File: src/rtl/dmem_io.sv
// dmem_io: data-side memory stage for the single-cycle MIPS core.
// Word-organised data RAM with byte/halfword store lanes, plus an I/O page
// at 0xFFFF_xxxx holding LED, CYCLE, TIMER and STATUS registers.
// Optional feature macro: DMEM_IO_TIMER_EN (TIMER register and irq source).
// Without it, offset 0x0008 reads 0 and ignores stores, and irq is tied low.
module dmem_io #(
  parameter int DEPTH_WORDS = 64,
  parameter int LED_W       = 8
) (
  input  logic             clk,
  input  logic             reset,
  input  logic             memwrite,
  input  logic [1:0]       size,
  input  logic [31:0]      addr,
  input  logic [31:0]      writedata,
  output logic [31:0]      readdata,
  output logic [LED_W-1:0] leds,
  output logic             irq,
  output logic             misalign
);

  localparam int AW = $clog2(DEPTH_WORDS);

  // storage
  logic [31:0]      mem_r [DEPTH_WORDS];
  logic [LED_W-1:0] leds_r;
  logic [31:0]      cycle_r;
  logic             misalign_r;
`ifdef DMEM_IO_TIMER_EN
  logic [31:0]      timer_r;
  logic             irq_r;
  logic             wr_timer_s;
  logic             irq_set_s;
`endif

  // decode
  logic [AW-1:0] word_idx_s;
  logic          io_sel_s;
  logic          word_sz_s;
  logic          misaligned_s;
  logic [3:0]    be_s;
  logic [31:0]   wlane_s;
  logic          ram_we_s;
  logic          io_wr_s;
  logic          misalign_set_s;
  logic          wr_led_s;
  logic          wr_cycle_s;
  logic          wr_status_s;
  logic          irq_s;
  logic [31:0]   led_rd_s;
  logic [31:0]   io_rd_s;

  assign word_idx_s = addr[AW+1:2];
  assign io_sel_s   = (addr[31:16] == 16'hFFFF);

  // Size decode: lane enables, lane-replicated store data and alignment check
  always_comb begin
    word_sz_s    = 1'b0;
    misaligned_s = 1'b0;
    be_s         = 4'b0000;
    wlane_s      = writedata;
    case (size)
      2'b01: begin
        misaligned_s = addr[0];
        be_s         = addr[1] ? 4'b1100 : 4'b0011;
        wlane_s      = {2{writedata[15:0]}};
      end
      2'b10: begin
        be_s    = 4'b0001 << addr[1:0];
        wlane_s = {4{writedata[7:0]}};
      end
      default: begin
        // 2'b11 is treated as a word access
        word_sz_s    = 1'b1;
        misaligned_s = (addr[1:0] != 2'b00);
        be_s         = 4'b1111;
      end
    endcase
  end

  // Sub-word stores to the I/O page are silently dropped (no misalign),
  // misaligned word stores anywhere flag misalign.
  assign ram_we_s       = memwrite & ~io_sel_s & ~misaligned_s;
  assign io_wr_s        = memwrite & io_sel_s & word_sz_s & ~misaligned_s;
  assign misalign_set_s = memwrite & misaligned_s & (~io_sel_s | word_sz_s);
  assign wr_led_s       = io_wr_s & (addr[15:0] == 16'h0000);
  assign wr_cycle_s     = io_wr_s & (addr[15:0] == 16'h0004);
  assign wr_status_s    = io_wr_s & (addr[15:0] == 16'h000C);

  // RAM store with per-lane enables; contents are intentionally not reset
  always_ff @(posedge clk) begin
    if (ram_we_s) begin
      for (int i = 0; i < 4; i++) begin
        if (be_s[i]) begin
          mem_r[word_idx_s][8*i +: 8] <= wlane_s[8*i +: 8];
        end
      end
    end
  end

  // LED register
  always_ff @(posedge clk or negedge reset) begin
    if (!reset) begin
      leds_r <= {LED_W{1'b0}};
    end else if (wr_led_s) begin
      leds_r <= writedata[LED_W-1:0];
    end
  end

  // Free-running cycle counter; a store overrides that cycle's increment
  always_ff @(posedge clk or negedge reset) begin
    if (!reset) begin
      cycle_r <= 32'h0000_0000;
    end else if (wr_cycle_s) begin
      cycle_r <= writedata;
    end else begin
      cycle_r <= cycle_r + 32'd1;
    end
  end

  // Sticky misalign flag; a set in the same cycle beats a STATUS clear
  always_ff @(posedge clk or negedge reset) begin
    if (!reset) begin
      misalign_r <= 1'b0;
    end else begin
      misalign_r <= misalign_set_s | (misalign_r & ~(wr_status_s & writedata[1]));
    end
  end

`ifdef DMEM_IO_TIMER_EN
  assign wr_timer_s = io_wr_s & (addr[15:0] == 16'h0008);
  // Expiry is the 1->0 step of the countdown; a store that edge pre-empts it
  assign irq_set_s  = ~wr_timer_s & (timer_r == 32'd1);

  // Down-count timer; a store overrides the decrement
  always_ff @(posedge clk or negedge reset) begin
    if (!reset) begin
      timer_r <= 32'h0000_0000;
    end else if (wr_timer_s) begin
      timer_r <= writedata;
    end else if (timer_r != 32'h0000_0000) begin
      timer_r <= timer_r - 32'd1;
    end
  end

  // Sticky irq flag; a set in the same cycle beats a STATUS clear
  always_ff @(posedge clk or negedge reset) begin
    if (!reset) begin
      irq_r <= 1'b0;
    end else begin
      irq_r <= irq_set_s | (irq_r & ~(wr_status_s & writedata[0]));
    end
  end

  assign irq_s = irq_r;
`else
  assign irq_s = 1'b0;
`endif

  // I/O page read mux; unmapped offsets read zero
  always_comb begin
    led_rd_s              = {32{1'b0}};
    led_rd_s[LED_W-1:0]   = leds_r;
    case (addr[15:0])
      16'h0000: io_rd_s = led_rd_s;
      16'h0004: io_rd_s = cycle_r;
`ifdef DMEM_IO_TIMER_EN
      16'h0008: io_rd_s = timer_r;
`endif
      16'h000C: io_rd_s = {30'b0, misalign_r, irq_s};
      default:  io_rd_s = 32'h0000_0000;
    endcase
  end

  assign readdata = io_sel_s ? io_rd_s : mem_r[word_idx_s];
  assign leds     = leds_r;
  assign misalign = misalign_r;
  assign irq      = irq_s;

endmodule

File: config.mk
export PLATFORM = sky130hd
export DESIGN_NAME = dmem_io
export DESIGN_NICKNAME = d
export VERILOG_FILES = /design/src/rtl/dmem_io.sv
export SDC_FILE = /design/constraint.sdc
export NUM_CORES = 2
export LEC_CHECK = 0
export BUFFER_PORTS_ARGS = -buffer_cell sky130_fd_sc_hd__buf_2
export CAP_MARGIN = 0
export CORE_ASPECT_RATIO = 0.75
export CORE_UTILIZATION = 35
export CTS_CLUSTER_SIZE = 12
export DETAILED_ROUTE_END_ITERATION = 12
export PLACE_DENSITY = 0.58
export SLEW_MARGIN = 20
export SYNTH_ARGS = -nofsm -noshare
export SYNTH_HDL_FRONTEND = slang
export SYNTH_SLANG_ARGS = --single-unit
File: constraint.sdc
create_clock -name clk -period 3.2 [get_ports clk]
set_input_delay 0.16 -clock clk [delete_from_list [all_inputs] [get_ports clk]]
set_output_delay 0.16 -clock clk [all_outputs]
set_load 0.02 [all_outputs]
==> out/results.txt <==
The synthesized netlist devotes 3.43% of its cell area to compound gates. The hold slack was 0.0843 ns. In the synthesized netlist, the number of instances is 4161. For the total overflow reported by the global router, the log shows 0. Synthesis inferred 2089 register bits. The share of synthesized cell area in and, or, nand and nor gates was 3.93%. The worst setup path is launched from a flop. In this run the biggest area consumer among cell types represents 74.5% of the synthesized area.

The max-slew violation count was 0; the number of distinct standard cells referenced by the synthesized netlist was 69. The layout overhead on the synthesized area works out to 19.6%. Setup repair after global routing could not meet its margin everywhere. Clock input transition at the sequential cells of the worst setup and hold paths: 0.07 ns.

Summed over all nets, the switching power comes to 13.1 mW. Fraction of synthesis flops using an asynchronous set or reset pin: 1.96%. Traced cell by cell, the critical path runs through mux4_2 -> a22oi_2 -> a21oi_4 -> nor4_4 -> a21oi_2 -> buf_2. The number of buffers inserted by port buffering came out at 109. The run gives 44.0 mW as the total internal power.

For the pin with the worst max-slew slack, the measured transition is 1.14 ns. The worst register-to-register path ends at cycle_r[31]. IR analysis of the VDD net gives a maximum drop of 0.000387 V. The last weighted congestion value of the routability-driven placer is 0.954, and the pin count of the biggest net entering global routing is 68. The required arrival time at the worst endpoint is 3.04 ns. The run gives 3.07 ns as the endpoint arrival time on the critical path. The run gives 238000 um^2 as the floorplan die area. In this run, CTS created clock tree buffers numbering 207.

The cell count of the worst hold path is 6. In this run the number of H-tree levels came out at 4. The post-synthesis xor/xnor area fraction works out to 0.297%.

The sequential power share is 53.4%, and the synthesized area divided by synthesized cell count is 19.8 um^2. Stage delay of the slowest cell on the critical path: 0.57 ns. The height of the die is 422 um, and the fmax is 309 MHz. The tools report the least setup slack across all paths after layout as -0.0317 ns. The path class of the tightest hold or removal check is in -> reg. Summing the sequential cell areas from Yosys gives 75.8% of the chip area.

After detailed routing, the average wire length per cell comes to 35.0 um. The clock skew was 0.0191 ns; the share of cells above drive strength 1 was 32.7%. Leaving out fill and tap cells, the most frequent cell in the layout is sky130_fd_sc_hd__edfxtp_1.

The clock net sink count was 2089. The total placed instance area is 91900 um^2. The worst setup path is of the reg -> out kind.

For the leakage dissipation, the log shows 30.6 nW. Among all stages on the critical path, the largest delay is contributed by sky130_fd_sc_hd__nor4_4. The number of core rows was 153; the mux cell area share after synthesis was 14.9%. The most used flip-flop cell after synthesis is sky130_fd_sc_hd__edfxtp_1.

The critical path starts at mem_r[40][27]. The total via count after detailed routing is 47.8k. The largest fanout on the critical path was 1. For this run, the post-layout net count is 4988. In the layout the commonest cells are sky130_fd_sc_hd__edfxtp_1 (2048), sky130_fd_sc_hd__buf_4 (580), sky130_fd_sc_hd__mux4_2 (478), sky130_fd_sc_hd__nor2_1 (318), sky130_fd_sc_hd__clkbuf_16 (210). The dominant combinational cell family by area after synthesis was multiplexers. In the global route stage, overall resource usage came out at 23.6%.

The number of hold violations in the final report is 0, and the violation count after the first detailed-route iteration is 7468. After the flow finishes, the layout carries non-filler instances totaling 8123. In this run the most critical hold path is launched from addr[1]. The tools report the total non-filler cell area in the finished layout as 98700 um^2. After synthesis, the cell types taking the most area are sky130_fd_sc_hd__edfxtp_1 (75%), sky130_fd_sc_hd__mux4_2 (13%), sky130_fd_sc_hd__nor2_1 (1.5%).

The logs give 0 for the max-capacitance violation count and 35.4% for the starting utilization of the core area. The tools report the number of warnings printed during yosys synthesis as 0. Startpoint of the most critical register-to-register path: cycle_r[6]. The cell area that synthesis handed to floorplanning was 82500 um^2. The portion of total power attributed to combinational logic came out at 7.7%.

Length of the first detailed-routing pass in iterations: 9. Number of flops mapped to enable cells by yosys: 2048. Per report_power, the clock group accounts for 38.9% of the total. The area inside the core boundary is 233000 um^2. For the post-detailed-routing wire length, the log shows 284000 um. The remaining number of nets flagged by the antenna check after routing was 0. Once detailed placement completed, the half-perimeter wirelength came to 196000 um. The worst path needs 3.23 ns of the cycle, external delays included.

The relative max-transition margin came out at 23.8%. TritonCTS built the clock tree. The worst-case reg-to-reg path depth came out at 5. The placed cell count is 7765. The initial antenna violation count was 20. Setup violations remaining at the end of the flow were counted as 2. The die is 563 um wide. The checks that failed: DRC, setup timing. Summing internal, switching and leakage power gives 57.1 mW.

The logs give 4233 for the synthesized net count and 4 for the number of buffers on the longest clock path. The first-pass GRT wire length came out at 385000 um. Dividing the detail-routed via count by the number of cells gives 5.88. The flow ran to the end, but the final reports show violations. In this run switching power makes up 22.9% of total power. The tools report the library cell used as clock root buffer as sky130_fd_sc_hd__clkbuf_16. The run gives 45.5k as the number of global-route vias before repair.

During I/O placement, the number of pins put on the boundary was 111. The library cell with the largest summed area after synthesis was sky130_fd_sc_hd__edfxtp_1. The later pin in the worst-skew pair is clocked with a latency of 0.87 ns. The power density of the placed cells was 579 nW/um^2.

The tools report the endpoint kind of the worst setup timing path as an output pin. Setup slack on the worst reg-to-reg path comes out at 0.88 ns. Capture endpoint of the worst hold path: cycle_r[29]. In the finished design, the share of the clock period the worst path needs comes to 101%. The synthesized netlist devotes 0.0455% of its cell area to adder and majority cells. The final routed DRC violation total came out at 2.
==> metal layers <==
metal / vias to the layer above / global-route usage, % / routed length (um)
met4: 14 / 7.48 / 9970
met3: 471 / 7.38 / 37200
met2: 3152 / 32.7 / 119000
li1: 18606 / - / -
met5: - / 0.444 / 232
met1: 25537 / 34.9 / 118000
==> cells by family (layout without fill, tap and decap cells) <==
kind of cell               count (synthesis)  in the layout
AOI/OAI and AO/OA                        422            422
xor gates and xnor gates                  28             28
adders and majority gates                  3              3
buffers and inverters                    266           1118
DFF                                     2089           2089
muxes                                    627            627
other                                      1             11
and+or+nand+nor                          725            725
==> per-stage QoR <==
step | setup WS (ns) | utilization [%] | TNS (ns)
floorplan | 0.00185 | - | 0
global placement | -0.443 | 39.4 | -0.912
detailed placement | -0.406 | 39.5 | -0.789
CTS | -0.0597 | 42.2 | -0.0824
global route | -0.109 | 42.3 | -0.240
finish | -0.0317 | 42.4 | -0.0449
==> worst max path at each step <==
stage	end	slack, ns	cells past startpoint
after global placement	readdata[27]	-0.44	10
after global routing	readdata[25]	-0.11	8
after detailed placement	readdata[27]	-0.41	10
final	readdata[27]	-0.03	6
after floorplan	mem_r[0][16]	0.002	7
after CTS	readdata[27]	-0.06	8
==> final cells by class <==
| cell class | instances | area, um^2 |
|---|---|---|
| flip-flops and latches | 2089 | 62500 |
| fillers | 20279 | 134000 |
| well taps | 3100 | 3880 |
| inverters | 10 | 42.5 |
| clock buffers | 281 | 5550 |
| multi-input cells | 1806 | 19500 |
| repair buffers | 802 | 6940 |
| clock inverters | 25 | 239 |
| diodes | 10 | 25.0 |
==> repair_timing <==
| item | 4_1_cts | 5_1_grt |
|---|---|---|
| gates cloned | 0 | 1 |
| hold buffers | 37 | 0 |
| buffers inserted | 0 | 5 |
| pin swaps | 10 | 15 |
| endpoints found under the setup margin | 19 | 16 |
| hold endpoints to repair | 145 | 0 |
| resized for setup | 62 | 41 |
==> synth_stat cells, types with 6 or more instances <==
library cell	number
sky130_fd_sc_hd__edfxtp_1	2048
sky130_fd_sc_hd__mux4_2	478
sky130_fd_sc_hd__nor2_1	322
sky130_fd_sc_hd__nand2_1	194
sky130_fd_sc_hd__clkbuf_1	132
sky130_fd_sc_hd__mux2i_1	110
sky130_fd_sc_hd__a21oi_1	99
sky130_fd_sc_hd__a22oi_1	86
sky130_fd_sc_hd__buf_2	52
sky130_fd_sc_hd__o21ai_0	50
sky130_fd_sc_hd__o22ai_1	47
sky130_fd_sc_hd__nor3_1	42
sky130_fd_sc_hd__dfrtp_1	41
sky130_fd_sc_hd__mux2_2	39
sky130_fd_sc_hd__nand3_1	37
sky130_fd_sc_hd__buf_4	36
sky130_fd_sc_hd__a22o_1	23
sky130_fd_sc_hd__nand4_1	22
sky130_fd_sc_hd__o211ai_1	22
sky130_fd_sc_hd__buf_1	21
sky130_fd_sc_hd__nor4_1	21
sky130_fd_sc_hd__nor2b_1	18
sky130_fd_sc_hd__xnor2_1	17
sky130_fd_sc_hd__buf_6	15
sky130_fd_sc_hd__a31oi_1	14
sky130_fd_sc_hd__a211oi_1	11
sky130_fd_sc_hd__nand2b_1	11
sky130_fd_sc_hd__xor2_1	11
sky130_fd_sc_hd__a2111oi_0	9
sky130_fd_sc_hd__a221oi_1	9
sky130_fd_sc_hd__and3_1	9
sky130_fd_sc_hd__inv_1	9
sky130_fd_sc_hd__and4_1	7
sky130_fd_sc_hd__or2_2	7
sky130_fd_sc_hd__o2111ai_1	6
sky130_fd_sc_hd__o32ai_1	6
==> critical path: cells and delay by family, from the launching register on <==
kind            cells  cell delay [ns]
compound gates      3             0.54
flops               1             0.35
mux                 1             0.50
simple gates        1             0.57
buf+inv             1             0.21
==> registers in the layout (all words and copies together), names as in the netlist <==
name      flops
cycle_r      32
misalign      1
mem_r      2048
leds          8
==> power by group through the flow <==
stage	clock network (mW)	registers (mW)	logic, mW
floorplan	0	31.1	1.91
global route	23.4	30.5	4.50
finish	22.2	30.5	4.38
CTS	22.5	30.5	4.25
detailed placement	0	31.1	4.16
global placement	0	31.1	4.09
No activity file was read; power rests on OpenSTA's default activity.
